**src/rtl/instruction_fetch.sv**
```systemverilog
`default_nettype none
// ============================================================================
//  Module   : instruction_fetch
//  Purpose  : Fetch stage feeding the main decoder/controller. Owns the
//             program counter, handshakes with a variable-latency instruction
//             memory, registers the returned word and presents it (plus its
//             decoded fields) downstream. The next PC is PC+4 or the branch
//             target, as selected by the decoder's branch condition.
//  Ports    : i_clk, i_rst_n              clock / async active-low reset
//             o_imemReq, o_imemAddr       fetch request and address (= PC)
//             i_imemAck, i_imemRdata      memory response
//             i_stall                     downstream hold of the current instr
//             i_branchCondition/Target    next-PC selection from the decoder
//             o_instrValid, o_instr, o_pc presented instruction and its PC
//             o_operand/funct3/funct7bit5 field slices of o_instr
//             o_instrCount                retired-instruction counter
//             o_misalignedErr             sticky misaligned-taken-target flag
//  Revision : 1.0  initial release
// ============================================================================
module instruction_fetch #(
    parameter logic [31:0] RESET_PC  = 32'h0000_0000,
    parameter logic [31:0] NOP_INSTR = 32'h0000_0013
) (
    input  logic        i_clk,
    input  logic        i_rst_n,
    output logic        o_imemReq,
    output logic [31:0] o_imemAddr,
    input  logic        i_imemAck,
    input  logic [31:0] i_imemRdata,
    input  logic        i_stall,
    input  logic        i_branchCondition,
    input  logic [31:0] i_branchTarget,
    output logic        o_instrValid,
    output logic [31:0] o_instr,
    output logic [31:0] o_pc,
    output logic [6:0]  o_operand,
    output logic [2:0]  o_funct3,
    output logic        o_funct7bit5,
    output logic [31:0] o_instrCount,
    output logic        o_misalignedErr
);

    typedef enum logic [1:0] {
        S_IDLE = 2'b00,
        S_REQ  = 2'b01,
        S_EXEC = 2'b10
    } state_t;

    state_t      state_q;
    logic [31:0] pc_q;
    logic [31:0] pc_d;
    logic [31:0] instr_q;
    logic [31:0] count_q;
    logic        req_q;
    logic        valid_q;
    logic        err_q;
    logic        w_misaligned;

    // Taken targets are word-aligned by dropping the low bits; the error flag
    // only fires when the branch is actually taken.
    assign pc_d         = i_branchCondition ? {i_branchTarget[31:2], 2'b00}
                                            : pc_q + 32'd4;
    assign w_misaligned = i_branchCondition && (i_branchTarget[1:0] != 2'b00);

    // Single FSM block; request/valid are registered alongside the state so
    // they change exactly with it (and drop at once on async reset).
    always_ff @(posedge i_clk or negedge i_rst_n) begin
        if (!i_rst_n) begin
            state_q <= S_IDLE;
            pc_q    <= RESET_PC;
            instr_q <= NOP_INSTR;
            count_q <= 32'd0;
            req_q   <= 1'b0;
            valid_q <= 1'b0;
            err_q   <= 1'b0;
        end else begin
            case (state_q)
                S_IDLE: begin
                    state_q <= S_REQ;
                    req_q   <= 1'b1;
                end
                S_REQ: begin
                    if (i_imemAck) begin
                        instr_q <= i_imemRdata;
                        state_q <= S_EXEC;
                        req_q   <= 1'b0;
                        valid_q <= 1'b1;
                    end
                end
                S_EXEC: begin
                    // Retire: branch inputs are sampled only on this edge.
                    if (!i_stall) begin
                        pc_q    <= pc_d;
                        count_q <= count_q + 32'd1;
                        if (w_misaligned) begin
                            err_q <= 1'b1;
                        end
                        state_q <= S_REQ;
                        req_q   <= 1'b1;
                        valid_q <= 1'b0;
                    end
                end
                default: begin
                    state_q <= S_IDLE;
                    req_q   <= 1'b0;
                    valid_q <= 1'b0;
                end
            endcase
        end
    end

    assign o_imemReq       = req_q;
    assign o_imemAddr      = pc_q;
    assign o_pc            = pc_q;
    assign o_instrValid    = valid_q;
    assign o_instr         = instr_q;
    assign o_operand       = instr_q[6:0];
    assign o_funct3        = instr_q[14:12];
    assign o_funct7bit5    = instr_q[30];
    assign o_instrCount    = count_q;
    assign o_misalignedErr = err_q;

endmodule
`default_nettype wire

```
**config.mk**
```make
export PLATFORM = sky130hd
export DESIGN_NAME = instruction_fetch
export DESIGN_NICKNAME = d
export VERILOG_FILES = /design/src/rtl/instruction_fetch.sv
export SDC_FILE = /design/constraint.sdc
export NUM_CORES = 1
export LEC_CHECK = 0
export ABC_AREA = 1
export BUFFER_PORTS_ARGS = -buffer_cell sky130_fd_sc_hd__clkbuf_2
export CAP_MARGIN = 20
export CORE_ASPECT_RATIO = 1.4
export CORE_MARGIN = 2
export CORE_UTILIZATION = 40
export DETAILED_ROUTE_END_ITERATION = 6
export HOLD_SLACK_MARGIN = 0.06
export PLACE_DENSITY_LB_ADDON = 0.2
export SLEW_MARGIN = 10
export SYNTH_ARGS = -nofsm -noshare
export SYNTH_HDL_FRONTEND = slang
export SYNTH_SLANG_ARGS = --single-unit
```
**constraint.sdc**
```tcl
create_clock -name i_clk -period 1.4 [get_ports i_clk]
set_input_delay 0.07 -clock i_clk [delete_from_list [all_inputs] [get_ports i_clk]]
set_output_delay 0.07 -clock i_clk [all_outputs]
set_load 0.02 [all_outputs]
```
**Word level (Yosys, flattened, before mapping)**

Cells that the tools add are included.

- Bitwise logic cells: 2
- Reductions and logical operators: 8
- Muxes and demuxes: 10
- Add/subtract/negate cells: 2
- Eq/ne operators: 4

Operators by type and width:

| cell | count |
|---|---|
| 32-bit by 1-bit adder with 32-bit output, second input constant | 1 |
| 32-bit by 3-bit adder with 32-bit output, second input constant | 1 |
| 32-bit two-way mux | 1 |
| 1-bit case mux with 3 select lines | 2 |
| 2-bit case mux with 3 select lines | 1 |
| 2-bit AND reduction | 3 |
| 3-bit AND reduction | 2 |
| 1-bit two-way mux | 4 |
| 2-bit two-way mux | 2 |
| 2-bit != test, second input constant | 2 |
| 2-bit by 1-bit equality test with 1-bit output, second input constant | 1 |
| 2-bit equality test, second input constant | 1 |
| 2-bit logical NOT | 1 |
| 1-bit NOT | 2 |
| 2-bit nonzero test | 1 |
| 1-bit logical AND | 1 |

- Input port bits: 69
- Logic and storage cells: 33
- Register bits after elaboration: 101

**Longest topological paths before layout**

Gate-level depths: netlist of run 1.

- Word-level depth: 3
- Gate-level depth with buffers: 10
- Depth with buffers taken out: 10

**Least setup slack after synthesis of run 1**

Ideal clock, no wire load.

- Kind: register -> register
- Start point: register pc_q[3] (netlist: o_imemAddr[3])
- End point: register pc_q[26] (netlist: o_imemAddr[26])
- Clock period less this slack: 1.626 ns
- Library setup time: 0.117 ns
- Arrival time: 1.509 ns
- Path buffers: 0
- Cell stages (with the launch flop): 11
- Path slack: -0.226 ns
- Path through: dfrtp_1 -> ha_1 -> nand2_1 -> nor2_2 -> nand2_4 -> nor2_4 -> nand2_1 -> nand2_1 -> nand3_1 -> nand2_1 -> nand2_1

- Longest elaborated chain between the ends: 2

Ends and longest elaborated chain:

| what | line | RTL |
|---|---|---|
| start, declared | 50 | `logic [31:0] pc_q;` |
| start signal, assigned | 93 | `pc_q <= pc_d;` |
| 32-bit by 3-bit adder with 32-bit output | 62 | `: pc_q + 32'd4;` |
| 32-bit two-way mux | 61 | `assign pc_d = i_branchCondition ? {i_branchTarget[31:2], 2'b00}` |

Every way passes these cells.
A chain may end at the register's enable or synchronous reset.

**Worst setup path in the final report of run 1**

- Start point: register count_q[15] (netlist: o_instrCount[15])
- End point: register count_q[30] (netlist: o_instrCount[30])

- Longest elaborated chain between the ends: 1

Ends and longest elaborated chain:

| what | line | RTL |
|---|---|---|
| start, declared | 53 | `logic [31:0] count_q;` |
| start signal, assigned | 94 | `count_q <= count_q + 32'd1;` |
| 32-bit by 1-bit adder with 32-bit output | 94 |  |

Every way passes these cells.

==> impl_results.md, run 1 <==
- Routed wire length per instance: 13.3 um
- Mean post-synth cell area: 6.78 um2
- Flop2flop setup slack: -0.09 ns
- Unrepaired setup endpoints after global routing: yes
- Post-Syn Instances: 884
- Routability cong.: 0.909
- Full die area: 16,000 um2
- Clock slew at reported path FFs: 0.07 ns
- Setup clock skew after layout: 0.00901 ns
- Row count: 52
- Most used flip-flop cell after synthesis: dfrtp_1
- Final Hold Vio Count: 0
- Part of the cycle the worst path needs: 106%
- Routed Antenna Nets: 0
- Via density: 4.71
- Power density of the placed cells: 1750 nW/um2
- Syn Std Cell Area: 5990 um2
- Outcome: complete, but fails checks
- Ys Warns: 0
- CP Launch Type: flop
- Largest net degree at the start of global routing: 34
- Total CTS buffers: 9
- Routed Wire Length: 18,800 um
- First-pass GRT wire length: 29,300 um
- Finish-stage setup viols: 12
- Max H-tree Level: 3
- Hold Crit Start: i_branchTarget[2]
- DIE WIDTH: 107 um
- Area Overhead vs Synth: 53.0%
- GRT Overall Usage: 23.0%
- Root Buffer: clkbuf_16
- CP endpoint kind: flop
- Commonest cells after routing, fill and taps aside: nand2_1, clkbuf_2, buf_4, nor2_1
- Fin area: 9160 um2
- # DRC: 0
- Pre-CTS setup slack: -0.0923 ns
- Chip height: 149 um
- Seq cells post-synth: 98
- Post-DP HPWL: 13,600 um
- Cell mode on critical path: nand2_1
- Grt ovf: 0
- I/O Pins: 211
- Max-cap violations: 0
- Filler cells: 1,322
- CP Cell Sequence: nand2_2 > nor2_2 > buf_4 > nand2_1 > nor2_1 > nand4_1 > nand2_1 > nand2_1
- Initial Util: 41.1%
- CTS sink count: 98
- Worst reg2reg startpoint: o_instrCount[15]$_DFFE_PN0P_
- Sequential element share of the synthesized area: 41.0%
- Max FO, Critical Path: 4
- Worst skew pair latency: 0.35 ns
- WS Path Type: reg -> reg
- Worst VDD drop: 1140 uV
- Setup ws final: -0.0892 ns
- Dpl cell area: 7730 um2
- Crit path max-delay family: simple AND/OR/NAND/NOR gates
- CTS tree: built
- Inserted Diodes: 0
- Via count: 6,643
- FMAX: 672 MHz
- Number of synthesized flops with an enable pin: 0
- Crit path DAT: 1.74 ns
- Violated checks: negative setup slack
- Core footprint: 14,600 um2
- Layout cells sized above 1: 41.0%
- Setup TNS: -0.531 ns
- Worst hold-check path type: in -> reg
- Most common cell after layout, fill and taps aside: nand2_1
- Port Buffer Count: 206
- Initial drt markers: 214
- Leak: 4.84 nW
- Buf/Inv on CP: 1
- Worst path slowest cell: dfrtp_1
- Initial antenna violation count: 0
- Synth cell types: 35
- Fin crit period: 1.49 ns
- Crit path from: o_instrCount[15]$_DFFE_PN0P_
- Largest buffer count on any clock path: 2
- Delay of the slowest critical-path stage: 0.46 ns
- 1st-pass router iterations: 5
- Slew Limit Fails: 0
- Vias in the first global route: 6,278
- Post-synth ARST share: 100%
- Final nets: 1,286
- Worst hold slack: 0.0631 ns
- CP required: 1.65 ns
==> report_power, final <==
| group | switching, mW | total [mW] | internal (mW) |
|---|---|---|---|
| Clock | 1.20 | 2.43 | 1.23 |
| Sequential | 1.05 | 5.00 | 3.95 |
| Combinational | 5.28 | 8.57 | 3.29 |
| Total | 7.52 | 16.0 | 8.48 |
==> tightest hold or removal path, cell delays in order <==
cell	delay, ns
clkbuf_2	0.07
nand2_1	0.04
o21ai_0	0.07
nand2_1	0.06
o21ai_0	0.06
==> cell type report <==
type                            count  area [um2]  area share (%)
Clock inverter                      6        50.0           0.546
Timing Repair Buffer              384        2580            28.2
Tap cell                          189         236            2.58
Multi-Input combinational cell    645        3290            35.9
Sequential cell                    98        2480            27.1
Inverter                           77         289            3.15
Clock buffer                       10         229            2.50
==> routing by layer <==
metal	vias to the layer above	track usage, %	wire length, um
met4	0	8.85	502
met1	3090	25.6	7260
met5	-	0	0
li1	3326	-	-
met3	39	3.32	860
met2	188	43.5	10200
==> registers in the layout, indices dropped and copies added (netlist names) <==
name             cells
o_instrValid         1
state_q              2
o_imemAddr          30
o_misalignedErr      1
o_instrCount        32
o_instr             32
==> Yosys cell counts (6+ instances only) <==
| master | n | area [um2] |
|---|---|---|
| a21oi_1 | 11 | 55.1 |
| buf_2 | 11 | 55.1 |
| buf_4 | 45 | 338 |
| clkbuf_1 | 10 | 37.5 |
| dfrtp_1 | 95 | 2380 |
| inv_1 | 75 | 282 |
| nand2_1 | 364 | 1370 |
| nand3_1 | 39 | 195 |
| nand3b_1 | 7 | 52.6 |
| nand4_1 | 7 | 43.8 |
| nor2_1 | 125 | 469 |
| nor2_2 | 8 | 50.1 |
| nor2_4 | 6 | 67.6 |
| o21ai_0 | 32 | 160 |
| xnor2_1 | 7 | 61.3 |
| xor2_1 | 8 | 70.1 |
==> cell families (layout without fill, tap and decap cells) <==
group / after synthesis / after routing / share of synthesized area, %
AO/OA/AOI/OAI: 55 / 55 / 4.93
XOR/XNOR: 15 / 15 / 2.19
adder cells (fa/ha/maj): 2 / 2 / 0.418
buffers and inverters: 144 / 477 / 12.2
flip-flops: 98 / 98 / 41.0
other: 1 / 4 / 0.0626
AND/OR/NAND/NOR: 569 / 569 / 39.2
==> worst paths after layout <==
check | cells past startpoint | end
worst max-delay path | 8 | o_instrCount[30]$_DFFE_PN0P_
min in group asynchronous | 2 | o_imemAddr[10]$_DFFE_PN0P_
worst min register to register | 2 | o_instr[29]$_DFFE_PN0P_
worst min-delay path | 5 | o_imemAddr[2]$_DFFE_PN0P_
max in group asynchronous | 3 | o_instr[4]$_DFFE_PN1P_
worst max register to register | 8 | o_instrCount[30]$_DFFE_PN0P_
==> per-stage QoR <==
step	util (%)	instances	power [mW]
floorplan	-	887	10.0
global placement	53.0	1322	12.8
detailed placement	53.0	1322	12.9
CTS	59.3	1392	15.7
global route	62.9	1409	17.1
finish	62.9	1409	16.0
==> what timing repair did <==
action | 4_1_cts | 5_1_grt
endpoints found under the setup margin | 35 | 61
setup buffers | 2 | 17
hold buffers | 52 | 0
pin swaps | 12 | 48
resized for setup | 34 | 129
endpoints found under the hold margin | 146 | 0
Note: power is estimated with default switching activity, not from simulation.
==> run 2, diff against run 1 <==
Settings changed: RECOVER_POWER set to 25.
==> run 2 against run 1 <==
Fmax barely moved. First-iteration DRC count increased by 3.7%. The run still ends with negative setup slack left. Critical endpoint unchanged. Highest routed layer unchanged. Cell count unchanged. Wire length about the same.
==> impl_results.md, run 2 (synthesis gave the netlist of run 1 again) <==
- Outcome: complete, but fails checks
- Violated checks: negative setup slack
- Max FO, Critical Path: 4
- Worst hold-check path type: in -> reg
- Port Buffer Count: 206
- Worst Hold Depth: 5
- R2r endpoint: o_instrCount[30]$_DFFE_PN0P_
- Layout cells sized above 1: 41.0%
- Max H-tree Level: 3
- Cell mode on critical path: nand2_1
- Placed insts: 1,322
- Routability cong.: 0.909
- WS Path Type: reg -> reg
- Vias in the first global route: 6,278
- Largest buffer count on any clock path: 2
- Clock slew at reported path FFs: 0.07 ns
- Post-DP HPWL: 13,600 um
- Final instance count without filler cells: 1,409
- Via density: 4.70
- Storage cell area: 2480 um2
- Most common cell after layout, fill and taps aside: nand2_1
- Routed Antenna Nets: 0
- Crit path max-delay family: simple AND/OR/NAND/NOR gates
- FMAX: 671 MHz
- Max-cap violations: 0
- R2R cell count: 8
- Max transition margin: 54.6%
- I/O Pins: 211
- CP required: 1.65 ns
- Buf/Inv on CP: 1
- Flop2flop setup slack: -0.09 ns
- Filler cells: 1,327
- Grt ovf: 0
- Total CTS buffers: 9
- Fin crit period: 1.49 ns
- GRT Overall Usage: 23.0%
- CP Cell Sequence: nand2_2 > nor2_2 > buf_4 > nand2_1 > nor2_1 > nand4_1 > nand2_1 > nand2_1
- Row count: 52
- Worst reg2reg startpoint: o_instrCount[15]$_DFFE_PN0P_
- Full die area: 16,000 um2
- Area Overhead vs Synth: 52.5%
- DIE WIDTH: 107 um
- Initial drt markers: 222
- Setup ws final: -0.0898 ns
- Setup clock skew after layout: 0.00943 ns
- Largest net degree at the start of global routing: 34
- Power density of the placed cells: 1750 nW/um2
- Hold Crit Start: i_branchTarget[2]
- Unrepaired setup endpoints after global routing: yes
- Routed Wire Length: 18,800 um
- Worst VDD drop: 1140 uV
- Final Hold Vio Count: 0
- First-pass GRT wire length: 29,300 um
- Crit path DAT: 1.74 ns
- # DRC: 0
- Chip height: 149 um
- Commonest cells after routing, fill and taps aside: nand2_1, clkbuf_2, buf_4, nor2_1
- Area of the multi-input gates: 3290 um2
- Worst hold slack: 0.0652 ns
- Initial Util: 41.1%
- Slew at the pin closest to its max-slew limit: 0.681 ns
- Worst Setup EP: o_instrCount[30]$_DFFE_PN0P_
- Slew Limit Fails: 0
- Delay of the slowest critical-path stage: 0.46 ns
- Initial antenna violation count: 0
- Final nets: 1,286
- Root Buffer: clkbuf_16
- Critical Path Stages: 8
- Setup TNS: -0.529 ns
- CP endpoint kind: flop
- CTS tree: built
- Routed wire length per instance: 13.3 um
- Crit path from: o_instrCount[15]$_DFFE_PN0P_
- Via count: 6,627
- Inserted Diodes: 0
- Finish-stage setup viols: 12
- Core footprint: 14,600 um2
- Worst path slowest cell: dfrtp_1
- CTS sink count: 98
- Part of the cycle the worst path needs: 106%
- Worst skew pair latency: 0.35 ns
- Final Power: 16.0 mW
- 1st-pass router iterations: 4
- CP Launch Type: flop
- Leak: 4.83 nW
==> run 2: cell types whose count changed in the layout (fill, tap and decap cells not counted), sizes merged <==
| cell | before | now |
|---|---|---|
| buf | 127 | 125 |
| clkbuf | 215 | 217 |
==> run 2: cell type report <==
class | count | share of cell area (%)
Inverter | 77 | 3.16
Timing Repair Buffer | 384 | 28.0
Sequential cell | 98 | 27.2
Tap cell | 189 | 2.59
Multi-Input combinational cell | 645 | 36.0
Clock buffer | 10 | 2.51
Clock inverter | 6 | 0.548
==> run 2: how the worst min path moves through the flow <==
| stage | end | slack (ns) |
|---|---|---|
| floorplan | o_imemAddr[10]$_DFFE_PN0P_ | -0.23 |
| global placement | o_imemAddr[9]$_DFFE_PN0P_ | 0.02 |
| detailed placement | o_imemAddr[10]$_DFFE_PN0P_ | 0.02 |
| CTS | o_imemAddr[25]$_DFFE_PN0P_ | 0.06 |
| global route | o_imemAddr[29]$_DFFE_PN0P_ | 0.10 |
| finish | o_imemAddr[2]$_DFFE_PN0P_ | 0.07 |
==> run 2: through the flow <==
stage | setup slack (ns) | util [%] | area, um2
after global routing | -0.140 | 62.7 | 9130
after floorplan | -0.0643 | - | 6040
after detailed placement | -0.0923 | 53.0 | 7730
after global placement | -0.0750 | 53.0 | 7730
after CTS | -0.0894 | 59.3 | 8640
final | -0.0898 | 62.7 | 9130
==> run 2: tightest hold or removal path, stage by stage <==
cell	delay (ns)
clkbuf_2	0.07
nand2_1	0.04
o21ai_0	0.07
nand2_1	0.06
o21ai_0	0.06
==> run 2: report_power, final <==
| group | total, mW | switching, mW | internal [mW] |
|---|---|---|---|
| registers | 5.00 | 1.05 | 3.95 |
| clock network | 2.43 | 1.20 | 1.23 |
| logic | 8.57 | 5.28 | 3.28 |
| total | 16.0 | 7.53 | 8.47 |
==> run 2: what timing repair did <==
| action | 4_1_cts | 5_1_grt |
|---|---|---|
| setup endpoints to repair | 35 | 61 |
| endpoints found under the hold margin | 146 | 0 |
| gates resized for setup | 34 | 129 |
| hold buffers | 52 | 0 |
| buffers inserted | 2 | 17 |
| pin swaps | 12 | 48 |
==> run 2: routing by layer <==
layer  global-route usage, %  wire, um  vias to the layer above
li1                        -         -                     3328
met1                    25.6      7370                     3092
met2                    43.5     10100                      167
met3                    3.32       767                       40
met4                    8.85       545                        0
met5                       0         0                        -
==> run 3, diff against run 2 <==
Settings changed: REMOVE_ABC_BUFFERS set to 1.
Clock period 1.4 ns to 1.24 ns, I/O delays scaled along.
==> run 3 against run 2 <==
The run still ends with negative setup slack left. Fmax down 4.4%. Utilization up 5.8 points. Clock power up 16%. Global-route usage is 1.9 points higher. Hold slack got worse by 0.0017 ns. Sequential share of layout area is 2.5 points lower. Sequential power up 10%. Power is 22% higher. Setup slack lost 0.23 ns. Clock skew grew 0.00099 ns. Cell count increased by 3.3%. Combinational power up 30%. Critical endpoint is now o_imemAddr[14]$_DFFE_PN0P_. Highest routed layer unchanged.
==> impl_results.md, run 3 (synthesis gave the netlist of run 1 again) <==
- FMAX: 641 MHz
- Area Overhead vs Synth: 66.5%
- DIE WIDTH: 107 um
- Unrepaired setup endpoints after global routing: yes
- Final Hold Vio Count: 0
- Outcome: complete, but fails checks
- R2r endpoint: o_imemAddr[14]$_DFFE_PN0P_
- Critical Path Stages: 10
- Storage cell area: 2460 um2
- Routed Wire Length: 20,300 um
- Power density of the placed cells: 1950 nW/um2
- Worst reg2reg startpoint: o_imemAddr[3]$_DFFE_PN0P_
- Filler cells: 1,233
- Initial Util: 41.1%
- Worst VDD drop: 1310 uV
- CP endpoint kind: flop
- Finish-stage setup viols: 62
- Vias in the first global route: 6,540
- Routability cong.: 0.855
- Buf/Inv on CP: 2
- Largest buffer count on any clock path: 2
- Worst path slowest cell: dfrtp_1
- Core footprint: 14,600 um2
- Largest net degree at the start of global routing: 30
- Worst skew pair latency: 0.35 ns
- Routed wire length per instance: 13.9 um
- Port Buffer Count: 206
- Cell mode on critical path: nand2_1
- Fin crit period: 1.56 ns
- Violated checks: negative setup slack
- I/O Pins: 211
- CP required: 1.49 ns
- CP Launch Type: flop
- Routed Antenna Nets: 0
- WS Path Type: reg -> reg
- Full die area: 16,000 um2
- Root Buffer: clkbuf_16
- Slew at the pin closest to its max-slew limit: 0.790 ns
- Initial drt markers: 243
- Max H-tree Level: 3
- Grt ovf: 0
- Crit path DAT: 1.81 ns
- Via density: 4.73
- Clock slew at reported path FFs: 0.08 ns
- Worst Hold Depth: 5
- Max-cap violations: 0
- Max FO, Critical Path: 5
- Area of the multi-input gates: 3500 um2
- Final nets: 1,333
- R2R cell count: 10
- Crit path max-delay family: simple AND/OR/NAND/NOR gates
- Worst hold-check path type: in -> reg
- Post-DP HPWL: 14,100 um
- Hold Crit Start: i_branchTarget[28]
- Hold-critical path endpoint: o_imemAddr[28]$_DFFE_PN0P_
- CP Cell Sequence: ha_2 > nand2_2 > nor2_4 > nand2_4 > buf_4 > buf_6 > o21ai_1 > nand2_1 > nand2_1 > nand2_1
- Leak: 5.21 nW
- CTS tree: built
- Setup ws final: -0.319 ns
- Most common cell after layout, fill and taps aside: nand2_1
- Delay of the slowest critical-path stage: 0.36 ns
- Commonest cells after routing, fill and taps aside: nand2_1, clkbuf_2, buf_4, dfrtp_1, nor2_1
- Row count: 52
- 1st-pass router iterations: 4
- Layout cells sized above 1: 43.8%
- Pre-CTS setup slack: -0.380 ns
- Initial antenna violation count: 0
- CTS sink count: 98
- Chip height: 149 um
- Via count: 6,884
- Total CTS buffers: 9
- Max transition margin: 47.3%
- GRT Overall Usage: 24.9%
- Inserted Diodes: 0
- Slew Limit Fails: 0
- # DRC: 0
- Part of the cycle the worst path needs: 126%
- First-pass GRT wire length: 31,500 um
- Setup TNS: -11.78 ns
- Flop2flop setup slack: -0.32 ns
- Setup clock skew after layout: 0.0104 ns
==> run 3: changes by cell type in the layout (fill, tap and decap cells not counted), moves of 9 or more <==
cell / change
dfrtp_1: +16
o21ai_0: -11
buf_6: +34
o21ai_2: +9
nand2_1: -10
dfrtp_2: -16
buf_4: +9
nor2_2: -11
==> run 3: worst max path at each step <==
stage	start	endpoint
finish	o_imemAddr[3]$_DFFE_PN0P_	o_imemAddr[14]$_DFFE_PN0P_
global route	o_imemAddr[3]$_DFFE_PN0P_	o_imemAddr[26]$_DFFE_PN0P_
CTS	o_imemAddr[3]$_DFFE_PN0P_	o_imemAddr[30]$_DFFE_PN0P_
detailed placement	o_imemAddr[3]$_DFFE_PN0P_	o_imemAddr[30]$_DFFE_PN0P_
global placement	o_imemAddr[2]$_DFFE_PN0P_	o_imemAddr[26]$_DFFE_PN0P_
floorplan	state_q[0]$_DFFE_PN0P_	o_imemAddr[7]$_DFFE_PN0P_
==> run 3: area by class of cell <==
| cell class | instances | share of cell area, % |
|---|---|---|
| clock buffer | 10 | 2.30 |
| clock inverter | 6 | 0.565 |
| inverter | 77 | 3.04 |
| multi-input combinational | 645 | 35.1 |
| sequential | 98 | 24.7 |
| tap | 189 | 2.37 |
| timing repair buffer | 431 | 32.0 |
==> run 3: routing by layer <==
| layer | wire length (um) | up-vias | global-route usage [%] |
|---|---|---|---|
| met3 | 765 | 37 | 3.28 |
| met1 | 7910 | 3217 | 28.5 |
| li1 | - | 3437 | - |
| met4 | 494 | 0 | 7.88 |
| met2 | 11100 | 193 | 47.1 |
| met5 | 0 | - | 0 |
==> run 3: report_power, final <==
group          total [mW]  switching [mW]  internal (mW)  leakage, nW
Sequential           5.50            1.08           4.41         1.22
Clock                2.81            1.40           1.42        0.138
Combinational        11.1            6.55           4.59         3.85
Total                19.5            9.03           10.4         5.21
==> run 3: per-stage QoR <==
stage	hold slack [ns]	power (mW)	instance area [um2]	std cells	utilization, %
2_1_floorplan	-0.234	10.2	5560	820	-
6_report	0.0635	19.5	9970	1456	68.4
4_1_cts	0.0608	18.7	9470	1441	65.0
5_1_grt	0.0909	20.6	9970	1456	68.4
3_3_place_gp	0.0318	14.6	7840	1341	53.8
3_5_place_dp	0.0267	14.7	7840	1341	53.8
==> run 3: worst reg2reg max path: stages, from the launching register on <==
cell,delay (ns)
dfrtp_1,0.36
ha_2,0.19
nand2_2,0.08
nor2_4,0.18
nand2_4,0.11
buf_4,0.16
buf_6,0.11
o21ai_1,0.10
nand2_1,0.07
nand2_1,0.05
nand2_1,0.04
==> run 3: timing repair <==
| item | in CTS | in global routing |
|---|---|---|
| cloned | 4 | 1 |
| pin swaps | 56 | 36 |
| hold buffers | 55 | 0 |
| gates resized for setup | 158 | 132 |
| setup buffers | 27 | 25 |
| hold endpoints to repair | 151 | 0 |
| setup endpoints to repair | 61 | 99 |
